**config.mk**
```make
export PLATFORM = sky130hd
export DESIGN_NAME = outpkt_tx
export DESIGN_NICKNAME = d
export VERILOG_FILES = /design/src/rtl/outpkt_pkg.sv /design/src/rtl/outpkt_tx_checksum.sv /design/src/rtl/outpkt_tx.sv
export SDC_FILE = /design/constraint.sdc
export NUM_CORES = 1
export LEC_CHECK = 0
export CAP_MARGIN = 0
export CELL_PAD_IN_SITES_DETAIL_PLACEMENT = 0
export CELL_PAD_IN_SITES_GLOBAL_PLACEMENT = 1
export CORE_UTILIZATION = 42
export CTS_CLUSTER_DIAMETER = 150
export DETAILED_ROUTE_END_ITERATION = 16
export GPL_ROUTABILITY_DRIVEN = 0
export GPL_TIMING_DRIVEN = 0
export PLACE_DENSITY = 0.87
export SLEW_MARGIN = 10
export SYNTH_ARGS = -nofsm -noshare
export SYNTH_HDL_FRONTEND = slang
export SYNTH_SLANG_ARGS = --single-unit
```
**constraint.sdc**
```tcl
create_clock -name CLK -period 4.7 [get_ports CLK]
set_input_delay 0.94 -clock CLK [delete_from_list [all_inputs] [get_ports CLK]]
set_output_delay 0.94 -clock CLK [all_outputs]
set_load 0.05 [all_outputs]
```
**src/rtl/outpkt_pkg.sv**
```systemverilog
// Shared definitions for the output packet transmitter: state encoding,
// framing word counts, default protocol constants and the header word mux.
package outpkt_pkg;

    typedef enum logic [2:0] {
        ST_IDLE  = 3'd0,
        ST_HDR   = 3'd1,
        ST_BODY  = 3'd2,
        ST_CK_LO = 3'd3,
        ST_CK_HI = 3'd4
    } state_t;

    localparam int          HDR_WORDS       = 4;
    localparam int          CK_WORDS        = 2;
    localparam logic [1:0]  HDR_LAST_IDX    = 2'd3;
    localparam logic [7:0]  VERSION_DEFAULT = 8'h02;
    localparam logic [15:0] MAX_LEN_DEFAULT = 16'd4096;

    // Header word selected by index: W0 type/version, W1 id, W2 length, W3 reserved.
    function automatic logic [15:0] hdr_word(
        input logic [1:0]  idx,
        input logic [7:0]  ptype,
        input logic [7:0]  version,
        input logic [15:0] id,
        input logic [15:0] len
    );
        logic [15:0] w;
        case (idx)
            2'd0:    w = {ptype, version};
            2'd1:    w = id;
            2'd2:    w = len;
            2'd3:    w = 16'h0000;
            default: w = 16'h0000;
        endcase
        return w;
    endfunction

endpackage

```
**src/rtl/outpkt_tx_checksum.sv**
```systemverilog
// 32-bit additive checksum over transmitted header/body words; the
// inverted halves are presented directly as the two trailer words.
module outpkt_tx_checksum
    import outpkt_pkg::*;
(
    input  logic        CLK,
    input  logic        RESET,
    input  logic        clr,
    input  logic        add,
    input  logic [15:0] word,
    output logic [15:0] ck_lo,
    output logic [15:0] ck_hi
);

    logic [31:0] sum_r;

    // Accumulate zero-extended words modulo 2^32; clear takes priority.
    always_ff @(posedge CLK or posedge RESET) begin
        if (RESET) begin
            sum_r <= 32'h0000_0000;
        end else if (clr) begin
            sum_r <= 32'h0000_0000;
        end else if (add) begin
            sum_r <= sum_r + {16'h0000, word};
        end else begin
            sum_r <= sum_r;
        end
    end

    assign ck_lo = ~sum_r[15:0];
    assign ck_hi = ~sum_r[31:16];

endmodule

```
**src/rtl/outpkt_tx.sv**
```systemverilog
// Output packet transmitter: frames header, FWFT-sourced body and checksum
// trailer as 16-bit words into the output FIFO, honouring full/empty.
module outpkt_tx
    import outpkt_pkg::*;
#(
    parameter logic [7:0]  VERSION = VERSION_DEFAULT,
    parameter logic [15:0] MAX_LEN = MAX_LEN_DEFAULT
) (
    input  logic        CLK,
    input  logic        RESET,
    input  logic        start,
    input  logic [7:0]  pkt_type,
    input  logic [15:0] pkt_id,
    input  logic [15:0] pkt_len,
    output logic        busy,
    output logic        err_len,
    input  logic [15:0] din,
    input  logic        empty,
    output logic        rd_en,
    output logic [15:0] dout,
    output logic        wr_en,
    input  logic        full,
    output logic [15:0] pkt_count
);

    state_t      state_r;
    state_t      next_state_s;
    logic [1:0]  hdr_idx_r;
    logic [15:0] remaining_r;
    logic [7:0]  type_r;
    logic [15:0] id_r;
    logic [15:0] len_r;
    logic        busy_r;
    logic        err_len_r;
    logic [15:0] pkt_count_r;

    logic        start_idle_s;
    logic        accept_s;
    logic        reject_s;
    logic        wr_en_s;
    logic        rd_en_s;
    logic [15:0] dout_s;
    logic        sum_add_s;
    logic [15:0] ck_lo_s;
    logic [15:0] ck_hi_s;

    assign start_idle_s = (state_r == ST_IDLE) && start;
    assign accept_s     = start_idle_s && (pkt_len <= MAX_LEN);
    assign reject_s     = start_idle_s && (pkt_len > MAX_LEN);
    assign sum_add_s    = wr_en_s && ((state_r == ST_HDR) || (state_r == ST_BODY));

    outpkt_tx_checksum u_checksum (
        .CLK   (CLK),
        .RESET (RESET),
        .clr   (accept_s),
        .add   (sum_add_s),
        .word  (dout_s),
        .ck_lo (ck_lo_s),
        .ck_hi (ck_hi_s)
    );

    // State register.
    always_ff @(posedge CLK or posedge RESET) begin
        if (RESET) begin
            state_r <= ST_IDLE;
        end else begin
            state_r <= next_state_s;
        end
    end

    // Next state and the combinational write/read strobes and output word.
    always_comb begin
        next_state_s = state_r;
        wr_en_s      = 1'b0;
        rd_en_s      = 1'b0;
        dout_s       = 16'h0000;
        case (state_r)
            ST_IDLE: begin
                if (accept_s) begin
                    next_state_s = ST_HDR;
                end else begin
                    next_state_s = ST_IDLE;
                end
            end
            ST_HDR: begin
                wr_en_s = !full;
                dout_s  = hdr_word(hdr_idx_r, type_r, VERSION, id_r, len_r);
                if (!full && (hdr_idx_r == HDR_LAST_IDX)) begin
                    if (len_r == 16'd0) begin
                        next_state_s = ST_CK_LO;
                    end else begin
                        next_state_s = ST_BODY;
                    end
                end else begin
                    next_state_s = ST_HDR;
                end
            end
            ST_BODY: begin
                wr_en_s = !full && !empty;
                rd_en_s = !full && !empty;
                dout_s  = din;
                if (!full && !empty && (remaining_r == 16'd1)) begin
                    next_state_s = ST_CK_LO;
                end else begin
                    next_state_s = ST_BODY;
                end
            end
            ST_CK_LO: begin
                wr_en_s = !full;
                dout_s  = ck_lo_s;
                if (!full) begin
                    next_state_s = ST_CK_HI;
                end else begin
                    next_state_s = ST_CK_LO;
                end
            end
            ST_CK_HI: begin
                wr_en_s = !full;
                dout_s  = ck_hi_s;
                if (!full) begin
                    next_state_s = ST_IDLE;
                end else begin
                    next_state_s = ST_CK_HI;
                end
            end
            default: begin
                next_state_s = ST_IDLE;
            end
        endcase
    end

    // Latch packet fields on an accepted start.
    always_ff @(posedge CLK or posedge RESET) begin
        if (RESET) begin
            type_r <= 8'h00;
            id_r   <= 16'h0000;
            len_r  <= 16'h0000;
        end else if (accept_s) begin
            type_r <= pkt_type;
            id_r   <= pkt_id;
            len_r  <= pkt_len;
        end else begin
            type_r <= type_r;
            id_r   <= id_r;
            len_r  <= len_r;
        end
    end

    // Header index and body words-remaining counters.
    always_ff @(posedge CLK or posedge RESET) begin
        if (RESET) begin
            hdr_idx_r   <= 2'd0;
            remaining_r <= 16'd0;
        end else if (accept_s) begin
            hdr_idx_r   <= 2'd0;
            remaining_r <= 16'd0;
        end else if ((state_r == ST_HDR) && wr_en_s) begin
            hdr_idx_r   <= hdr_idx_r + 2'd1;
            remaining_r <= len_r;
        end else if ((state_r == ST_BODY) && wr_en_s) begin
            hdr_idx_r   <= hdr_idx_r;
            remaining_r <= remaining_r - 16'd1;
        end else begin
            hdr_idx_r   <= hdr_idx_r;
            remaining_r <= remaining_r;
        end
    end

    // Busy flag, sticky length error and completed-packet counter.
    always_ff @(posedge CLK or posedge RESET) begin
        if (RESET) begin
            busy_r      <= 1'b0;
            err_len_r   <= 1'b0;
            pkt_count_r <= 16'd0;
        end else begin
            err_len_r <= err_len_r | reject_s;
            if (accept_s) begin
                busy_r      <= 1'b1;
                pkt_count_r <= pkt_count_r;
            end else if ((state_r == ST_CK_HI) && wr_en_s) begin
                busy_r      <= 1'b0;
                pkt_count_r <= pkt_count_r + 16'd1;
            end else begin
                busy_r      <= busy_r;
                pkt_count_r <= pkt_count_r;
            end
        end
    end

    assign busy      = busy_r;
    assign err_len   = err_len_r;
    assign pkt_count = pkt_count_r;
    assign wr_en     = wr_en_s;
    assign rd_en     = rd_en_s;
    assign dout      = dout_s;

endmodule
```
==> impl_results.md <==
* Clk slew on worst S/H paths at approximately 0.07 ns
* Die Area at between 15000 and 20000 um^2
* Buffers on Ports at 96
* Num rows at 46
* VDD IR-drop max at between 0.2 and 0.3 mV
* Area post-placement at 8110 um^2
* Pwr Density at approximately 520 nW/um^2
* Total GRT Usage at 0.254
* Depth of the most critical reg-to-reg path at 14
* R2r setup slk at 0.37 ns
* Routed Antenna Nets at 0
* WP data required at 3.76 ns
* Avg Inst Size Synth at 8.58 um^2
* CTS tree: yes
* Initial antenna violation count at 0
* Clk root buf: clkbuf_16
* Largest net degree at the start of global routing at 68
* WL per Instance at 18.1 um
* Crit path DAT at 3.41 ns
* Crit Path Category: in2out
* Layout Cells excl Fill at 1124
* FILL cells at around 1600
* Overflow after GRT at 0
* Worst-Skew Late Latency at 0.36 ns
* Unique masters post-synth at between 70 and 80
* Cell Area, Synth at approximately 6800 um^2
* Status: finished, final reports clean
* Final HPWL DP at 15000 um
* Via/cell ratio at about 5.7
* Die H at 130 um
* Initial drt markers at 494
* Synth top area share at 0.406
* Num CTS Buffers at 9
* Drt total wl at 20300 um
* CP Cell Sequence: clkdlybuf4s50_1, nor2_1, o21ai_1, nor2_1, clkdlybuf4s50_1
* Post-CTS Setup Bufs at 0
* Util after Layout at 0.527
* Fin. max-slew vios at 0
* Largest delay contributor family on the critical path: buffers and inverters
* Post-cts hold buffer count at 0
* Worst hold path class: reg2reg
* First-pass GRT wire length at 32400 um
* Layout cells sized above 1 at 0.0815
* Area of the multi-input gates at 3780 um^2
* Die width at 130 um
* Initial Util at 0.431
* Slew HR at 0.506
* Residual DRC count at 0
* EDFF count, synth at 0
* RSZ-0062 raised after global routing: false
* Final min period at 4.35 ns
* Worst hold slack at 0.457 ns
* Seq cells post-synth at 111
* Placed insts at 1110
* CP Launch Type: input pin
* Prevailing post-synth register cell: dfrtp_1
* CP max FO at 8
* Clk_skew at 0.00641 ns
* Async SR Flop Fraction at 1.00
* CP endpoint kind: output pin
* Post-CTS sizing at 0
* Register area at 2780 um^2
* Fmax at 230 MHz
* Lkg Pwr at 3.75 nW
* Gate Count Post-Synth at 797
* Worst path buffer plus inverter count at 2
* Worst-margin pin slew at 0.740 ns
* Area leader, netlist: dfrtp_1
* Final Hold Viols at 0
* DR pass1 iterations at 8
* Core area at around 16000 um^2
* Area Growth Syn to Fin at 22.3%
* Via count at 6373
* Antenna Cells at 0
* Crit path largest cell delay at 0.89 ns
* Final setup vio count at 0
* Final instance area at 8370 um^2
* Max Cap Viol at 0
* Hold-critical path depth at 1
* H-tree levels at 3
* Sequential cell area fraction in the yosys report at 0.406
* Area contributors post-synth: dfrtp_1 (41%), nand2_1 (10%), ha_1 (4.2%), o21ai_0 (4.1%), a21oi_1 (3.8%)
* Critical path depth at 5
* Fin Setup TNS at 0 ns
* Final net count at 989
* Ys Warns at 0
* Number of global-route vias before repair at ~5900
* Sink Count at 111
* Final Cycle Share at 0.925
* Slowest-stage cell, CP: clkdlybuf4s50_1
* CTS max path bufs at 2
* Io pins at 97
* Post-synthesis net count at 882
## layout make-up
type,instances,share of cell area
multi-input combinational,632,0.451
sequential,111,0.332
timing repair buffer,97,0.118
tap,216,0.0323
buffer,44,0.0299
clock buffer,11,0.0278
inverter,9,0.00464
clock inverter,4,0.00374
## logic make-up after synthesis
kind of cell | share of synthesized area
xor gates and xnor gates | 0.0333
muxes | 0.0221
buffers and inverters | 0.0421
adders and majority gates | 0.0450
and+or+nand+nor | 0.253
AOI/OAI and AO/OA | 0.198
DFF | 0.406
## through the flow
stage | worst slack (ns) | power [mW]
3_5_place_dp | 0.312 | 3.63
6_report | 0.352 | 4.37
5_1_grt | 0.135 | 4.67
3_3_place_gp | -1.02 | 3.59
2_1_floorplan | 0.267 | 2.96
4_1_cts | 0.276 | 4.36
## cells in the final DEF (no fill, tap or decap), drive strengths merged, types with 6 or more instances in the layout
master / netlist / routed
a211oi: 8 / 8
nor3b: 6 / 6
and2: 10 / 10
nor4: 6 / 6
a22oi: 21 / 21
a21o: 8 / 8
ha: 23 / 23
or4: 6 / 6
and4: 7 / 7
nor3: 14 / 14
a21oi: 52 / 52
buf: 28 / 29
nand2b: 9 / 9
inv: 9 / 10
xor2: 10 / 10
o21ai: 77 / 77
and3: 10 / 10
xnor2: 16 / 16
clkbuf: 17 / 27
o221ai: 9 / 9
mux2i: 14 / 14
nand4: 12 / 12
o21a: 6 / 6
clkdlybuf4s50: 0 / 96
nand2: 183 / 183
dfrtp: 111 / 111
nand3: 20 / 20
nor2: 54 / 54
## metal layers
| metal | wire (um) | share of wire | vias up | GRT usage |
|---|---|---|---|---|
| met5 | 0 | 0 | - | 0 |
| met4 | 556 | 0.027 | 0 | 0.0937 |
| met3 | 1130 | 0.056 | 32 | 0.0318 |
| met2 | 9080 | 0.45 | 225 | 0.393 |
| met1 | 9530 | 0.47 | 3052 | 0.364 |
| li1 | - | - | 3064 | - |
## registers in the layout (all words and copies together), names as in the netlist
register,cells
state_r,3
type_r,8
err_len,1
pkt_count,16
busy,1
hdr_idx_r,2
u_checksum.sum_r,32
remaining_r,16
len_r,16
id_r,16
## synthesized netlist by cell type, types with 2 or more instances
master     count
nor4_1         6
nand2b_1       9
a211o_1        2
o21ai_1       20
a211oi_1       5
nand2_1      183
nor4b_1        3
buf_6          7
nor3_1        10
or3_1          4
or4_4          3
nor3b_1        4
o221ai_1       9
nor3b_2        2
nand3_2        2
and3_1         9
buf_4          2
o211ai_1       4
o21ai_0       56
a21oi_1       52
and2_1        10
clkbuf_1      16
o211a_1        2
xor2_1        10
mux2i_1       14
a22oi_1       21
nor2_1        51
nand4_1       12
nor3_2         4
o2111ai_1      4
nand3_1       18
a21o_1         8
ha_1          23
inv_1          9
dfrtp_1      111
xnor2_1       16
and4_1         7
or4_1          3
a31oi_1        3
buf_2         19
nor2_2         3
a211oi_2       3
o21a_1         6
## worst register-to-register path: stages, from the launching register on
cell	delay (ns)
dfrtp_1	0.62
nand2b_1	0.17
clkbuf_1	0.30
buf_2	0.30
o21ai_0	0.19
a21oi_1	0.21
o21ai_0	0.19
ha_1	0.27
fa_1	0.43
a211oi_1	0.31
o21bai_1	0.17
o21ai_2	0.40
a21oi_1	0.24
o211ai_1	0.24
mux2i_1	0.20
## where the power goes
part,leakage (nW),internal [mW],switching [mW]
clock,0.118,0.360,0.369
sequential,1.47,1.24,0.299
combinational,2.17,0.780,1.32
## worst paths after layout
kind                                 start              endpoint
max in group asynchronous            RESET  u_checksum.sum_r[26]
worst min register to register     err_len               err_len
worst max register to register  state_r[1]  u_checksum.sum_r[18]
min in group asynchronous            RESET              len_r[4]
worst min-delay path               err_len               err_len
worst max-delay path                  full                 rd_en
No activity file was read; power rests on OpenSTA's default activity.
==> variant 1, RTL diff (same settings) <==
Re-encode `state_t` (5 states) as one-hot, 5 bits wide.
--- a/src/rtl/outpkt_pkg.sv
+++ b/src/rtl/outpkt_pkg.sv
@@ -3,10 +3,10 @@
 package outpkt_pkg;
 
-    typedef enum logic [2:0] {
-        ST_IDLE  = 3'd0,
-        ST_HDR   = 3'd1,
-        ST_BODY  = 3'd2,
-        ST_CK_LO = 3'd3,
-        ST_CK_HI = 3'd4
+    typedef enum logic [4:0] {
+        ST_IDLE  = 5'b00001,
+        ST_HDR   = 5'b00010,
+        ST_BODY  = 5'b00100,
+        ST_CK_LO = 5'b01000,
+        ST_CK_HI = 5'b10000
     } state_t;
 
Formal check against the unedited RTL: no difference found for any inputs over 4 cycles, from zero or initial values and one cycle with RESET high; so few cycles prove little.
==> variant 1 against the unedited design <==
Wire length down 0.84%; area after synthesis down 4.5%; critical path type is now register to output port; cell area grew 0.63%; synthesized cell count is 5.6% lower; sequential cell count up 2; non-clock buffer count shrank 7; highest routed layer unchanged; worst setup slack worse by 110 ps; die area down 4.4%; global-route usage grew 0.89 points.
Power is not compared: it rests on default switching activity, and its combinational part moved more than twofold at a synthesized area within 25%.
==> variant 1: results (changes against the unedited design) <==
- Number of synthesized register bits: 113 (+1.8%)
- DR iter-0 viols: 635 (+29%)
- CTS H-Tree Depth: 4 (+1)
- Critical Path Fanout Max: 10 (+2)
- Die width: 127 um (-2.2%)
- Crit-path max cell delay: 760 ps (-130 ps)
- Nets: 952 (-3.7%)
- Synth cell types: 72 (-4.0%)
- Buffers outside the clock class: 134 (-5.0%)
- Num CTS Buffers: 17 (+8)
- Signal buffers share of area: 0.135 (-0.0136)
- Cell count after placement: 1036 (-6.7%)
- Area of the multi-input gates: 3500 um^2 (-7.4%)
- GRT Util Overall: 0.263 (+0.00893)
- Area post-placement: 7750 um^2 (-4.3%)
- Largest net degree at the start of global routing: 75 (+10%)
- Via density: 5.74 (+1.2%)
- Number of global-route vias before repair: 5871 (-1.2%)
- Detailed Route WL: 20.1 mm (-0.84%)
- Post-Syn Nets: 837 (-5.1%)
- Clk pin slew, worst setup/hold paths: 50 ps (-20 ps)
- Register area share after synthesis: 0.433 (+0.0269)
- DR pass1 iterations: 5 (-3)
- HPWL after DPL: 14.5 mm (-3.1%)
- Port buffer count: 95 (-1.0%)
- Outcome: completed
- Worst-Skew Late Latency: 420 ps (+60 ps)
- First-pass GRT wire length: 31.9 mm (-1.4%)
- Clock skew: 7.13 ps (+0.713 ps)
- Mean Syn Cell Area: 8.69 um^2 (+1.2%)
- #MultiIn Comb: 586 (-7.3%)
- Proportion of synthesized area in mux cells: 0.00938 (-0.0127)
- ClkCell Share: 0.0789 (+0.0474)
[variant 1: cell types whose count changed after synthesis, moves of 9 or more]
cell,unedited run,this run
buf_2,19,8
clkbuf_1,16,26
o21ai_0,56,39
nand3_1,18,30
nand2_1,183,160
xnor2_1,16,30
o22ai_1,0,15
mux2i_1,14,5
[variant 1: worst paths after layout]
kind | slack [ps] | start | depth (start not counted) | to
setup / recovery | 240 | state_r[0] | 8 | dout[9]
hold / removal | 470 | err_len | 1 | err_len
setup reg to reg | 310 | state_r[0] | 15 | u_checksum.sum_r[31]
hold reg to reg | 470 | err_len | 1 | err_len
max in group asynchronous | 3100 | RESET | 3 | len_r[8]
min in group asynchronous | 900 | RESET | 2 | u_checksum.sum_r[7]
[variant 1: routing by layer]
layer  vias to the layer above  global-route usage  wire [um]
li1                       2898                   -          -
met1                      2927               0.352       8910
met2                       264               0.401       8960
met3                        39              0.0742       1760
met4                         0               0.106        506
met5                         -                   0          0
==> variant 2, RTL diff (same flow settings) <==
Made on the original files. Set the package constant `MAX_LEN_DEFAULT` to 16'd2048 (it was 16'd4096).
--- a/src/rtl/outpkt_pkg.sv
+++ b/src/rtl/outpkt_pkg.sv
@@ -15,5 +15,5 @@
     localparam logic [1:0]  HDR_LAST_IDX    = 2'd3;
     localparam logic [7:0]  VERSION_DEFAULT = 8'h02;
-    localparam logic [15:0] MAX_LEN_DEFAULT = 16'd4096;
+    localparam logic [15:0] MAX_LEN_DEFAULT = 16'd2048;
 
     // Header word selected by index: W0 type/version, W1 id, W2 length, W3 reserved.
Function: changed (a bounded check fails within 4 cycles, from zero or initial values and one cycle with RESET high).
==> variant 2 against the unedited design <==
Area after synthesis is 3.8% lower; sequential cell count stayed put; worst setup slack better by 5.6 ps; clock power hardly changed; wire length is 4.3% lower; sequential share of layout area is 1.1 points higher; cell area is 3.1% lower; via count is 4.7% lower; total power is 6.7% lower; critical path depth stayed put; largest power group unchanged; highest routed layer unchanged.
==> variant 2: results (changes against the unedited design) <==
- Worst-Skew Late Latency: 360 ps (about the same)
- Cell count after placement: 1029 (-7.3%)
- Routing usage on met3: 0.0331 (+0.00129)
- Synth cell types: 63 (-16%)
- Number of global-route vias before repair: 5820 (-2.0%)
- Mean Syn Cell Area: 9.12 um^2 (+6.2%)
- Synth top cells by count: 111 x dfrtp_1, 95 x nand2_1, 54 x a21oi_1, 52 x nor2_1, 47 x o21ai_0
- Min-delay worst type: register to register
- Antenna diodes: 0 (unchanged)
- Max-Slew Margin vs Limit: 0.284 (-0.223)
- Synth top area cells: dfrtp_1 42%, nand2_1 5.4%, mux2_2 5.3%
- Root buf cell: clkbuf_16
- Highest Signal Layer: met4
- Initial antenna violation count: 0 (unchanged)
- Met2 wire len: 9.07 mm (-0.18%)
- Detailed Route WL: 19.4 mm (-4.3%)
- Post-Syn Nets: 807 (-8.5%)
- Ratio of cells with drive above 1 in the final layout: 0.0888 (+0.00734)
- Place WS: 525 ps (+214 ps)
- Fin Setup TNS: 0 ps (unchanged)
- Vias: 6073 (-4.7%)
- Port buffer count: 95 (-1.0%)
- GRT Util Overall: 0.250 (-0.00356)
- Via density: 5.82 (+2.6%)
- Grt met2 use: 0.403 (+0.0101)
- Hold_ws: 463 ps (+6.26 ps)
- HPWL after DPL: 14.5 mm (-3.4%)
- Layout fillers: 1421 (-9.6%)
- R2r setup slk: 600 ps (+230 ps)
- Clock skew: 10.3 ps (+3.93 ps)
- Post-synth ARST share: 1.00 (unchanged)
- Leakage: 3.46 nW (-7.9%)
- WL met1: 8.75 mm (-8.2%)
- Critical Path Fanout Max: 10 (+2)
- First-pass GRT wire length: 31.0 mm (-4.1%)
- Grt met1 use: 0.343 (-0.0209)
- Nets: 914 (-7.6%)
- DR pass1 iterations: 5 (-3)
- Critical path data arrival time: 3400 ps (about the same)
- Post-CTS Repair Setup Buffers: 0 (unchanged)
- Outcome: completed
- Largest register FFs: 32 (unchanged)
- Largest net degree at the start of global routing: 71 (+4.4%)
- Area post-placement: 7830 um^2 (-3.4%)
- Metal3 WL: 1.21 mm (+7.2%)
- Peak VDD IR: 0.240 mV (-15%)
- DR iter-0 viols: 429 (-13%)
- Final worst slack: 358 ps (+5.62 ps)
- Clock buffer depth: 2 (unchanged)
- CTS H-Tree Depth: 3 (unchanged)
- Register area share after synthesis: 0.422 (+0.0160)
- Post-cts resize count: 0 (unchanged)
- Warnings from Yosys: 0 (unchanged)
- Clk pin slew, worst setup/hold paths: 70 ps (about the same)
- Reg with most FFs: u_checksum.sum_r
- Num CTS Buffers: 9 (unchanged)
[variant 2: cell types whose count changed after synthesis, sizes merged, moves of 5 or more]
cell,before,now
and4,7,2
buf,28,16
o22a,0,9
mux2,1,31
inv,9,27
nor3,14,8
a22oi,21,16
o21ai,77,50
nand2b,9,4
nor4,6,14
clkbuf,17,23
o22ai,0,12
nand2,183,96
mux2i,14,20
[variant 2: cell type report]
cell class                 count  area (um^2)  share of cell area
tap                          211          264              0.0326
sequential                   111         2780               0.343
timing repair buffer          96          978               0.121
clock inverter                 6         47.5             0.00587
multi-input combinational    545         3540               0.437
buffer                        39          165              0.0204
inverter                      27          106              0.0131
clock buffer                   9          225              0.0278
[variant 2: power by group]
part	total (mW)	internal [mW]	switching [mW]
sequential	1.42	1.18	0.238
clock	0.731	0.360	0.371
combinational	1.93	0.722	1.20
total	4.07	2.26	1.81
[variant 2: path summary, 6_finish.rpt]
check,from,end,cells after the start
worst min register to register,err_len,err_len,1
min in group asynchronous,RESET,id_r[12],2
worst max register to register,state_r[0],u_checksum.sum_r[24],12
worst max-delay path,state_r[0],dout[1],5
worst min-delay path,err_len,err_len,1
max in group asynchronous,RESET,pkt_count[0],3
[variant 2: cell families (layout without fill, tap and decap cells)]
kind of cell / Yosys count / count (layout) / synth area share
flip-flops: 111 / 111 / 0.422
AO/OA/AOI/OAI: 187 / 187 / 0.179
multiplexers: 51 / 51 / 0.0834
adder cells (fa/ha/maj): 24 / 24 / 0.0468
XOR/XNOR: 34 / 34 / 0.0452
AND/OR/NAND/NOR: 249 / 249 / 0.183
buffers and inverters: 66 / 177 / 0.0405
[variant 2: worst max-delay path, cell delays in order (launching register included)]
cell             delay, ps
dfrtp_1                410
buf_2                  340
buf_1                  700
mux2i_1                210
o22ai_1                460
clkdlybuf4s50_1        910
